`config.mk`:
```
export PLATFORM = sky130hd
export DESIGN_NAME = muldiv_unit
export DESIGN_NICKNAME = d
export VERILOG_FILES = /design/src/rtl/muldiv_unit.sv
export SDC_FILE = /design/constraint.sdc
export NUM_CORES = 1
export LEC_CHECK = 0
export ABC_AREA = 1
export CORE_AREA = 2 2 137 239
export CTS_BUF_LIST = sky130_fd_sc_hd__clkbuf_16
export CTS_CLUSTER_DIAMETER = 200
export DETAILED_ROUTE_END_ITERATION = 10
export DIE_AREA = 0 0 139 241
export PLACE_DENSITY = 0.83
export SYNTH_ARGS = -nofsm -noshare
export SYNTH_HDL_FRONTEND = slang
export SYNTH_SLANG_ARGS = --single-unit
```
`constraint.sdc`:
```
create_clock -name clk -period 5.55 [get_ports clk]
set_clock_uncertainty 0.05 [all_clocks]
set_input_delay 1.3875 -clock clk [delete_from_list [all_inputs] [get_ports clk]]
set_output_delay 1.3875 -clock clk [all_outputs]
set_load 0.05 [all_outputs]
```
`src/rtl/muldiv_unit.sv`:
```
// Iterative 32-bit RISC-V M-extension unit: shift-add multiply and restoring divide,
// one radix-2 step per clock, fixed 32-step latency from acceptance to the done pulse.
module muldiv_unit (
    input  logic        clk,
    input  logic        rst_n,
    input  logic        start,
    input  logic [2:0]  funct3,
    input  logic [31:0] rs1_val,
    input  logic [31:0] rs2_val,
    input  logic [4:0]  rd_addr,
    output logic        busy,
    output logic        done,
    output logic [31:0] result,
    output logic [4:0]  wb_addr,
    output logic        wb_we
);
    typedef enum logic [1:0] {S_IDLE, S_CALC, S_DONE} state_t;

    state_t      r_state, w_state_nxt;
    logic [4:0]  r_cnt;
    logic [2:0]  r_op;
    logic [31:0] r_opb;
    logic [63:0] r_acc;
    logic        r_neg;
    logic [4:0]  r_rd;
    logic [31:0] r_result;
    logic [4:0]  r_wb_addr;

    logic        w_accept, w_last, w_is_div, w_sa, w_sb, w_neg_in;
    logic [31:0] w_amag, w_bmag;
    logic [32:0] w_sum, w_shift, w_diff;
    logic [63:0] w_mul_next, w_div_next, w_acc_step, w_prod;
    logic [31:0] w_qr, w_qr_fin, w_fin;

    assign w_accept = start && (r_state != S_CALC);
    assign w_last   = (r_state == S_CALC) && (r_cnt == 5'd31);

    always_comb begin
        w_state_nxt = r_state;
        case (r_state)
            S_IDLE:  if (start) w_state_nxt = S_CALC;
            S_CALC:  if (r_cnt == 5'd31) w_state_nxt = S_DONE;
            S_DONE:  w_state_nxt = start ? S_CALC : S_IDLE;
            default: w_state_nxt = S_IDLE;
        endcase
    end

    // Both algorithms run on magnitudes; the sign is restored once at the final step.
    assign w_is_div = funct3[2];
    assign w_sa     = rs1_val[31] & (w_is_div ? ~funct3[0] : (funct3[1:0] != 2'b11));
    assign w_sb     = rs2_val[31] & (w_is_div ? ~funct3[0] : ~funct3[1]);
    assign w_amag   = w_sa ? -rs1_val : rs1_val;
    assign w_bmag   = w_sb ? -rs2_val : rs2_val;
    // Divide-by-zero leaves an all-ones quotient magnitude, so its negation is suppressed.
    assign w_neg_in = !w_is_div ? (w_sa ^ w_sb) :
                      funct3[1] ? w_sa : ((w_sa ^ w_sb) & (rs2_val != 32'd0));

    assign w_sum      = {1'b0, r_acc[63:32]} + (r_acc[0] ? {1'b0, r_opb} : 33'd0);
    assign w_mul_next = {w_sum, r_acc[31:1]};
    assign w_shift    = {r_acc[63:32], r_acc[31]};
    assign w_diff     = w_shift - {1'b0, r_opb};
    assign w_div_next = w_diff[32] ? {w_shift[31:0], r_acc[30:0], 1'b0}
                                   : {w_diff[31:0],  r_acc[30:0], 1'b1};
    assign w_acc_step = r_op[2] ? w_div_next : w_mul_next;

    assign w_prod   = r_neg ? -w_acc_step : w_acc_step;
    assign w_qr     = r_op[1] ? w_acc_step[63:32] : w_acc_step[31:0];
    assign w_qr_fin = r_neg ? -w_qr : w_qr;
    assign w_fin    = r_op[2] ? w_qr_fin :
                      (r_op[1:0] == 2'b00) ? w_prod[31:0] : w_prod[63:32];

    always_ff @(posedge clk or negedge rst_n) begin
        if (!rst_n) begin
            r_state   <= S_IDLE;
            r_cnt     <= 5'd0;
            r_result  <= 32'd0;
            r_wb_addr <= 5'd0;
        end else begin
            r_state <= w_state_nxt;
            if (w_accept)
                r_cnt <= 5'd0;
            else if (r_state == S_CALC)
                r_cnt <= r_cnt + 5'd1;
            if (w_last) begin
                r_result  <= w_fin;
                r_wb_addr <= r_rd;
            end
        end
    end

    always_ff @(posedge clk) begin
        if (w_accept) begin
            r_op  <= funct3;
            r_opb <= w_bmag;
            r_acc <= {32'd0, w_amag};
            r_neg <= w_neg_in;
            r_rd  <= rd_addr;
        end else if (r_state == S_CALC) begin
            r_acc <= w_acc_step;
        end
    end

    assign busy    = (r_state == S_CALC);
    assign done    = (r_state == S_DONE);
    assign result  = r_result;
    assign wb_addr = r_wb_addr;
    assign wb_we   = done && (r_wb_addr != 5'd0);
endmodule

```
==> results.py <==
metrics = {
    "floorplanning": {
        "die_y_um": 241,
        "core_area_um2": 31400,
        "start_util_pct": 54.3,
        "core.rowCount": 86,
        "fp.dieArea_um2": 33500,
        "pin_count": 115,
        "die_w_um": 139,
    },
    "placement": {
        "place_hpwl_mm": 58.2,
        "port_buffers": 114,
        "gp_congestion": 1.12,
        "place_area_um2": 18600,
    },
    "detailed_routing": {
        "drt_iter0_markers": 1942,
        "wirelength_mm": 74.0,
        "drtAntennaViolNets": 0,
        "vias": 20200,
        "via_per_inst": 5.98,
        "drc": 0,
        "drt-pass1-iter-count": 6,
        "wl_per_cell_um": 21.9,
    },
    "run_status": {
        "status": "finished clean",
    },
    "pwr": {
        "ir_worst_vdd_mv": 0.443,
        "swShare_pct": 59.9,
        "switchingPower_mw": 7.26,
        "share_comb_of_total_power_pct": 72.8,
        "power.leakage_nw": 9.63,
        "power_frac_clock_pct": 10.1,
        "seqPwrFrac_pct": 17.1,
        "p_per_area_nw_per_um2": 632,
        "p_int_mw": 4.86,
    },
    "timing": {
        "min_period_ps": 5050,
        "fin_crit_sh_pct": 91.0,
        "hold_slack_ps": 398,
        "tns_ps": 0,
        "maxSlewHeadroom_pct": 29.5,
        "finalSetupViolCount": 0,
        "maxSlewViolCount": 0,
        "hold_viol_final": 0,
        "clock.fmax_ghz": 0.198,
        "tightest_slew_ps": 1050,
        "rsz0062_at_grt": "false",
    },
    "synth": {
        "synth_top_area_share_pct": 21.3,
        "synth_area_leaders": "nand2_1 (21%), edfxtp_1 (13%), inv_1 (8.0%)",
        "synth-seq-cells": 149,
        "ys_seq_area_share_pct": 23.0,
        "yosysWarningCount": 0,
        "synth_ff_type": "edfxtp_1",
        "yosysTopAreaCell": "nand2_1",
        "synth.avg_cell_area_um2": 5.92,
        "synth_nets": 3029,
        "synth_most_common_cell": "nand2_1",
        "yosysUniqueCellTypes": 57,
        "yosys-top-cells-count": "nand2_1 (968), inv_1 (365), nor2_1 (290)",
        "ys_async_sr_fraction_pct": 29.5,
        "synth_edf_count": 73,
        "synth_area_um2": 17100,
        "netlist_instances": 2882,
    },
    "critical_path": {
        "slowest_stage": "fa_1",
        "start_kind": "flip-flop",
        "critPathCaptureType": "flip-flop",
        "cp.required_ps": 5870,
        "worst-path-buf-inv": 4,
        "worst-path-max-fanout": 10,
        "critical-path-top-delay-family": "simple AND/OR/NAND/NOR gates",
        "cpPeakStageDelay_ps": 420,
        "crit_type": "reg2reg",
        "arrival_ps": 5380,
        "crit_top_cell": "nand2_1",
    },
    "finish": {
        "syn2layout_area_growth_pct": 12.4,
        "fin_area_um2": 19200,
        "layout.nets": 3111,
        "final_util_pct": 61.1,
        "drive_above_1_share_pct": 5.54,
    },
    "global_route": {
        "met2_usage_pct": 75.1,
        "grt_max_degree": 149,
        "grt.busiest_layer": "met2",
        "grt_util_all_layers_pct": 43.7,
        "grt_pass1_wl_mm": 111,
        "use_met1_pct": 42.6,
        "gr-total-overflow": 0,
        "antenna_found_initial": 2,
        "grt_pass1_vias": 19600,
        "grt_use_met3_pct": 6.92,
    },
    "clock_network": {
        "clkTransAtPathRegs_ps": 80,
        "cts_buffer_depth": 2,
        "post_cts_buffers": 0,
        "clkSinkCount": 149,
        "clock_latency_ps": 470,
        "cts-buffers-inserted": 17,
        "cts_tree": "done",
        "cts-root-buf": "clkbuf_16",
        "cts_max_level": 4,
    },
    "hold_path": {
        "hold_path_class": "reg2reg",
    },
    "run": {
        "drv_cap": 0,
    },
}
==> power groups by stage <==
stage / clock (mW) / sequential [mW] / combinational (mW)
6_report: 1.23 / 2.07 / 8.82
5_1_grt: 1.26 / 2.10 / 9.58
4_1_cts: 1.22 / 2.05 / 8.54
3_5_place_dp: 0 / 2.06 / 8.48
3_3_place_gp: 0 / 2.05 / 8.40
2_1_floorplan: 0 / 2.40 / 5.42
==> area by class of cell <==
class | count | area, µm²
multi-input combinational | 2266 | 11300
clock buffer | 17 | 425
timing repair buffer | 148 | 1420
tap | 396 | 495
sequential | 149 | 3930
antenna | 1 | 2.50
fill | 3202 | 12200
clock inverter | 15 | 161
inverter | 382 | 1430
==> path summary, 6_finish.rpt <==
check | from | to | slack [ps] | depth (start not counted)
min in group asynchronous | rst_n | result[15] | 960 | 2
worst min register to register | r_rd[3] | wb_addr[3] | 400 | 2
max in group asynchronous | rst_n | result[13] | 3970 | 2
worst max register to register | r_acc[31] | result[0] | 500 | 32
worst min-delay path | r_rd[3] | wb_addr[3] | 400 | 2
worst max-delay path | r_acc[31] | result[0] | 500 | 32
==> cells in the final DEF, fill, tap and decap left out, types with 36 or more instances in the layout <==
cell type        instances
a21oi_1                129
clkdlybuf4s50_1        113
dfrtp_1                 44
edfxtp_1                73
ha_1                    70
inv_1                  365
nand2_1                967
nand3_1                220
nor2_1                 288
nor3_1                  39
o21ai_0                168
xnor2_1                 36
xor2_1                  62
==> what timing repair did <==
item,in CTS,in global routing
hold buffers,0,0
setup endpoints to repair,0,4
gates resized for setup,0,2
==> worst min-delay path: stages, from the launching register on <==
cell and delay [ps]:
edfxtp_1 320, nand2_1 50, nand2_1 50
==> cells by family (layout without fill, tap and decap cells) <==
kind of cell               after synthesis  in the layout  share of synthesized area (%)
buffers and inverters                  467            562                           10.8
DFF                                    149            149                           23.0
and+or+nand+nor                       1660           1660                           41.3
other                                    0              1                              0
AOI/OAI and AO/OA                      435            435                           14.4
adders and majority gates               72             72                           5.36
xor gates and xnor gates                99             99                           5.08
==> through the flow <==
step	power (mW)	cells	worst slack (ps)
after global placement	10.5	3341	548
after CTS	11.8	3373	533
after floorplan	7.82	2882	842
after detailed placement	10.5	3341	473
after global routing	12.9	3373	46.8
final	12.1	3374	497
==> registers in the layout, indices dropped and copies added (netlist names) <==
register  flops
r_state       2
wb_addr       5
r_acc        64
r_rd          5
result       32
r_cnt         5
r_neg         1
r_opb        32
r_op          3
==> routing by layer <==
| layer | part of all wire (%) | vias to the layer above |
|---|---|---|
| met4 | 14 | 2 |
| li1 | - | 9485 |
| met2 | 47 | 1099 |
| met3 | 6.4 | 407 |
| met1 | 33 | 9172 |
| met5 | 0.019 | - |
No activity file was read; power rests on OpenSTA's default activity.
==> patch 1, RTL diff (same flow settings) <==
Reset style: synchronous (`rst_n`), changed in one clocked block.
--- a/src/rtl/muldiv_unit.sv
+++ b/src/rtl/muldiv_unit.sv
@@ -69,7 +69,7 @@
     assign w_fin    = r_op[2] ? w_qr_fin :
                       (r_op[1:0] == 2'b00) ? w_prod[31:0] : w_prod[63:32];
 
-    always_ff @(posedge clk or negedge rst_n) begin
+    always_ff @(posedge clk) begin
         if (!rst_n) begin
             r_state   <= S_IDLE;
             r_cnt     <= 5'd0;
Check against the original RTL: differs if rst_n is asserted again (counterexample within 4 cycles, from zero or initial values and one cycle with rst_n low); with rst_n held inactive, the same outputs for 10 cycles.
==> patch 1 against the original RTL <==
- the flow now finishes with violations (capacitance limit, slew limit)
- via count is 5.1% higher
- sequential cell count stayed put
- critical path depth is 3 lower
- first-iteration DRC count is 25% higher
- area after synthesis is 0.67% higher
- setup slack worse by 0.17 ns
- routed wire length is 6.6% higher
- sequential share of layout area is 1.3 points lower
- final area is 0.76% higher
- critical path type unchanged
- critical endpoint is now result[17]
Power is not compared: it rests on default switching activity, and its combinational part moved more than twofold at a synthesized area within 25%.
==> patch 1: results (changes against the original RTL) <==
- Outcome: complete, but fails checks
- The checks that failed: capacitance limit, slew limit.
- The filler cell count was 3,111 (-2.8%).
- Sequential element share of the synthesized area: 0.216 (-0.0144)
- Mean instance size in the synthesized netlist: 5.73 sq um (-3.3%)
- Fraction of synthesized area in multiplexers: 0.000582 (+0.000582)
- Routed Wire Length: 78.8 mm (+6.6%)
- The detailed route wirelength on metal3 came to 6.13 mm (+30%).
* Ratio of cells with drive above 1 in the final layout: 0.0534 (-0.00197)
- The met1 capacity usage during global routing is 0.430 (+0.00426).
* CP max FO: 32 (+22)
- The clock network contribution to total cell area is 0.0326 (+0.00204).
* Number of distinct standard cells referenced by the synthesized netlist: 54 (-5.3%)
- For this design, the slowest cell found on the critical path is nand4_1.
- The fraction of met2 tracks used by global routing was 0.809 (+0.0584).
- Number of max-cap violations: 2 (+2)
* Proportion of final cell area spent on non-clock buffers: 0.0730 (-0.000813)
* Violation count after the first detailed-routing iteration: 2,422 (+25%)
- Share of flip-flops with an asynchronous set or reset: 0 (-0.295)
- Drt via density: 6.08 (+1.8%)
- The delay contributed by the slowest stage of the critical path is 0.47 ns (+0.05 ns).
- The total met2 wirelength after detailed routing came to 37.2 mm (+6.4%).
* Fraction of the mapped netlist area in compound gates: 0.132 (-0.0125)
- The net count of the mapped netlist came to 3,146 (+3.9%).
- Count of final max-slew check failures: 5 (+5)
- Signal inverters: 410 (+7.3%)
- The iteration count of the initial detailed-routing pass was 7 (+1).
- Pin count of the biggest net entering global routing: 72 (-52%)
- Routed vias: 21,200 (+5.1%)
* Data arrival time at the worst-slack endpoint: 5.54 ns (+0.16 ns)
- Top area cells in the synthesized netlist: nand2_1, edfxtp_1, dfxtp_1
* Highest routing layer actually used: met4
- Final sequential cell count: 149 (unchanged)
- Non-clock buffer count in the final layout: 150 (+1.4%)
- Global routing met3 resource utilization: 0.0994 (+0.0302)
* Worst slew margin relative to its limit: -0.0161 (-0.311)
- Number of antenna violations at the first check in global routing: 0 (-2)
- The total number of multi-input combinational cells came to 2,346 (+3.5%).
* Final layout net count: 3,221 (+3.5%)
- Post-Route M1 WL: 24.4 mm (+1.1%)
- The area share of xor/xnor cells in the synthesized design came to 0.0459 (-0.00493).
- The weighted congestion reported at the end of routability-driven placement came to 1.17 (+4.5%).
-- patch 1: cell count changes in the layout (fill, tap and decap cells not counted), moves of 6 or more --
cell      unedited run  this run
o21ai_1             31        14
dfxtp_1             32        76
nor2_1             288       312
nor2_2              11        19
nand2_2             15        28
o21bai_1            11         4
inv_1              365       401
a21oi_1            129       146
dfrtp_1             44         0
o21ai_0            168       189
inv_2               13         7
nand3_1            220       293
o22ai_1             29        21
nor4_1              17         8
-- patch 1: power by group --
| part | leakage, nW | switching [mW] | total [mW] | internal (mW) |
|---|---|---|---|---|
| clock network | 0.307 | 0.544 | 1.30 | 0.756 |
| registers | 1.34 | 0.112 | 1.40 | 1.29 |
| logic | 7.95 | 2.44 | 3.38 | 0.943 |
| total | 9.60 | 3.10 | 6.08 | 2.98 |
-- patch 1: through the flow --
| stage | cell area, sq um | hold slack, ns | TNS (ns) | util | setup slack [ns] |
|---|---|---|---|---|---|
| detailed placement | 18700 | 0.410 | 0 | 0.594 | 0.340 |
| finish | 19300 | 0.420 | 0 | 0.615 | 0.329 |
| floorplan | 17200 | 0.395 | 0 | - | 0.827 |
| global placement | 18700 | 0.404 | 0 | 0.594 | 0.505 |
| global route | 19300 | 0.430 | -0.00461 | 0.615 | -0.00461 |
| CTS | 19300 | 0.421 | 0 | 0.614 | 0.262 |
-- patch 1: what timing repair did --
action | CTS | global route
setup endpoints to repair | 0 | 9
buffers inserted | 0 | 1
resized for setup | 0 | 8
-- patch 1: worst paths after layout --
path                                 start    endpoint  slack (ns)  depth (start not counted)
worst max-delay path             r_acc[31]  result[17]        0.33                         29
worst min-delay path            result[25]  result[25]        0.42                          2
worst max register to register   r_acc[31]  result[17]        0.33                         29
worst min register to register  result[25]  result[25]        0.42                          2
==> patch 2, RTL diff (config.mk and constraints unchanged) <==
Made on the original files. Add an input register stage for `start`, `funct3`, `rs1_val`, `rs2_val` and `rd_addr`, cleared by the reset; this delays them by one clock.
--- a/src/rtl/muldiv_unit.sv
+++ b/src/rtl/muldiv_unit.sv
@@ -16,6 +16,28 @@
 );
     typedef enum logic [1:0] {S_IDLE, S_CALC, S_DONE} state_t;
 
+    logic start_q;
+    logic [2:0] funct3_q;
+    logic [31:0] rs1_val_q;
+    logic [31:0] rs2_val_q;
+    logic [4:0] rd_addr_q;
+
+    always_ff @(posedge clk or negedge rst_n) begin
+        if (!rst_n) begin
+            start_q   <= '0;
+            funct3_q  <= '0;
+            rs1_val_q <= '0;
+            rs2_val_q <= '0;
+            rd_addr_q <= '0;
+        end else begin
+            start_q   <= start;
+            funct3_q  <= funct3;
+            rs1_val_q <= rs1_val;
+            rs2_val_q <= rs2_val;
+            rd_addr_q <= rd_addr;
+        end
+    end
+
     state_t      r_state, w_state_nxt;
     logic [4:0]  r_cnt;
     logic [2:0]  r_op;
@@ -32,28 +54,28 @@
     logic [63:0] w_mul_next, w_div_next, w_acc_step, w_prod;
     logic [31:0] w_qr, w_qr_fin, w_fin;
 
-    assign w_accept = start && (r_state != S_CALC);
+    assign w_accept = start_q && (r_state != S_CALC);
     assign w_last   = (r_state == S_CALC) && (r_cnt == 5'd31);
 
     always_comb begin
         w_state_nxt = r_state;
         case (r_state)
-            S_IDLE:  if (start) w_state_nxt = S_CALC;
+            S_IDLE:  if (start_q) w_state_nxt = S_CALC;
             S_CALC:  if (r_cnt == 5'd31) w_state_nxt = S_DONE;
-            S_DONE:  w_state_nxt = start ? S_CALC : S_IDLE;
+            S_DONE:  w_state_nxt = start_q ? S_CALC : S_IDLE;
             default: w_state_nxt = S_IDLE;
         endcase
     end
 
     // Both algorithms run on magnitudes; the sign is restored once at the final step.
-    assign w_is_div = funct3[2];
-    assign w_sa     = rs1_val[31] & (w_is_div ? ~funct3[0] : (funct3[1:0] != 2'b11));
-    assign w_sb     = rs2_val[31] & (w_is_div ? ~funct3[0] : ~funct3[1]);
-    assign w_amag   = w_sa ? -rs1_val : rs1_val;
-    assign w_bmag   = w_sb ? -rs2_val : rs2_val;
+    assign w_is_div = funct3_q[2];
+    assign w_sa     = rs1_val_q[31] & (w_is_div ? ~funct3_q[0] : (funct3_q[1:0] != 2'b11));
+    assign w_sb     = rs2_val_q[31] & (w_is_div ? ~funct3_q[0] : ~funct3_q[1]);
+    assign w_amag   = w_sa ? -rs1_val_q : rs1_val_q;
+    assign w_bmag   = w_sb ? -rs2_val_q : rs2_val_q;
     // Divide-by-zero leaves an all-ones quotient magnitude, so its negation is suppressed.
     assign w_neg_in = !w_is_div ? (w_sa ^ w_sb) :
-                      funct3[1] ? w_sa : ((w_sa ^ w_sb) & (rs2_val != 32'd0));
+                      funct3_q[1] ? w_sa : ((w_sa ^ w_sb) & (rs2_val_q != 32'd0));
 
     assign w_sum      = {1'b0, r_acc[63:32]} + (r_acc[0] ? {1'b0, r_opb} : 33'd0);
     assign w_mul_next = {w_sum, r_acc[31:1]};
@@ -90,11 +112,11 @@
 
     always_ff @(posedge clk) begin
         if (w_accept) begin
-            r_op  <= funct3;
+            r_op  <= funct3_q;
             r_opb <= w_bmag;
             r_acc <= {32'd0, w_amag};
             r_neg <= w_neg_in;
-            r_rd  <= rd_addr;
+            r_rd  <= rd_addr_q;
         end else if (r_state == S_CALC) begin
             r_acc <= w_acc_step;
         end
Behaviour: not the same (a bounded check fails within 4 cycles, from zero or initial values and one cycle with rst_n low).
==> patch 2 against the original RTL <==
- sequential cell count increased by 73
- largest power group unchanged
- setup slack gained 0.074 ns
- routed wire length increased by 4.8%
- final cell count grew 2.7%
- final area is 11% higher
- non-clock buffer count down 2
- power increased by 3.2%
- global-route usage is 2.1 points higher
- area after synthesis rose by 11%
==> patch 2: results (changes against the original RTL) <==
- Outcome: complete, no violations
- Yosys warnings: 0 (unchanged)
- Post CTS Setup Buffer Count: 0 (unchanged)
- The fraction of final layout cells sized beyond drive strength 1 was 0.0723 (+0.0169).
- The initial antenna violation count came to 1 (-1).
- Highest ir drop seen on vdd: 0.331 mV (-25%)
* Clock-pin slew of the registers on the worst-case setup and hold paths: 0.06 ns (-0.02 ns)
- CTS Root Cell: clkbuf_16
* Synthesized net count: 3,112 (+2.7%)
- The number of I/O port buffers is 114 (unchanged).
- In this run the worst hold path is classified as flop to flop.
* Share of flip-flops with an asynchronous set or reset: 0.527 (+0.232)
- The number of nets in the final layout is 3,199 (+2.8%).
* TritonCTS Buffers: 23 (+6)
- The weighted congestion reported at the end of routability-driven placement was 1.18 (+4.7%).
- The maximum level of the CTS H-tree came to 1 (-3).
* Buffer depth of the longest clock path: 3 (+1)
- Global-route wire length before repair: 117 mm (+5.7%)
- The average via count per standard cell is 6.09 (+1.9%).
* Number of distinct standard cells referenced by the synthesized netlist: 59 (+3.5%)
* Number of enable-type register cells in the synthesized netlist: 73 (unchanged)
- # resized after CTS: 0 (unchanged)
- The power in combinational cells was 8.37 mW (-5.1%).
- Drt first pass iters: 6 (unchanged)
* Via count of the first global-routing pass: 21,000 (+6.8%)
- The number of DRC violations after detailed-routing iteration 0 was 2,057 (+5.9%).
- Placement-stage cell area: 0.0205 sq mm (+10%)
* Family with the most delay on the worst path: simple AND/OR/NAND/NOR gates
- CP max FO: 6 (-4)
- Pin count of the biggest net entering global routing: 68 (-54%)
- Total global routing track utilization: 0.458 (+0.0208)
* Fill cells: 2,784 (-13%)
* Largest register by flop count: r_acc
* Hpwl dp: 58.8 mm (+1.2%)
- The post-detailed-route wirelength per cell was 22.4 microns (+2.0%).
- Worst-skew pair later-pin latency: 0.57 ns (+0.10 ns)
* Sequential element share of the synthesized area: 0.303 (+0.0723)
- Most used flip-flop cell after synthesis: dfrtp_1
* Internal power: 5.41 mW (+11%)
* Leakage Power: 10.7 nW (+11%)
* Actual transition at the worst max-transition pin: 1.46 ns (+0.409 ns)
* Total grt overflow: 0 (unchanged)
- Data arrival time at the worst-slack endpoint: 5.38 ns (about the same)
- The power in the clock group is 1.56 mW (+27%).
* Top area cells in the synthesized netlist: nand2_1, dfrtp_1, edfxtp_1
- After synthesis, the most frequently instantiated cells are nand2_1, inv_1, nor2_1.
* Largest stage delay on the critical path: approximately 0.43 ns
* Number of flip-flops under the largest register name: 64 (unchanged)
==> patch 2: through the flow <==
stage	hold WS [ns]	cells	util	total power [mW]	setup slack, ns
finish	0.380	3466	0.676	12.5	0.571
global route	0.386	3465	0.675	13.3	0.0981
CTS	0.381	3465	0.675	12.2	0.685
detailed placement	0.358	3423	0.653	10.6	0.740
global placement	0.362	3423	0.653	10.4	0.813
floorplan	0.351	2965	-	8.11	1.49
==> patch 2: final timing paths <==
kind / to / from / cells past startpoint / slack [ns]
hold / removal: r_rd[1] / rd_addr_q[1] / 0 / 0.38
min in group asynchronous: rs1_val_q[29] / rst_n / 1 / 0.65
setup reg to reg: result[28] / r_acc[31] / 39 / 0.57
hold reg to reg: r_rd[1] / rd_addr_q[1] / 0 / 0.38
setup / recovery: result[28] / r_acc[31] / 39 / 0.57
max in group asynchronous: rs2_val_q[19] / rst_n / 2 / 3.80
==> patch 2: per-layer routing <==
layer  routed length (microns)  GRT usage  vias to the layer above
met5                         0          0                        -
met4                     10300      0.487                        0
met3                      6090     0.0810                      494
met2                     36900      0.792                     1308
met1                     24300      0.443                     9618
li1                          -          -                     9682
==> patch 2: cells by family after synthesis <==
group	count (synthesis)	share of synthesized area
and+or+nand+nor	1695	0.387
buffers and inverters	480	0.100
AOI/OAI and AO/OA	397	0.117
DFF	222	0.303
xor gates and xnor gates	99	0.0456
adders and majority gates	72	0.0481
==> patch 2: layout make-up <==
class | instances | area share
multi-input cells | 2263 | 0.536
repair buffers | 146 | 0.0655
flip-flops and latches | 222 | 0.271
diodes | 1 | 0.000118
clock inverters | 19 | 0.00660
inverters | 396 | 0.0700
clock buffers | 23 | 0.0271
well taps | 396 | 0.0233
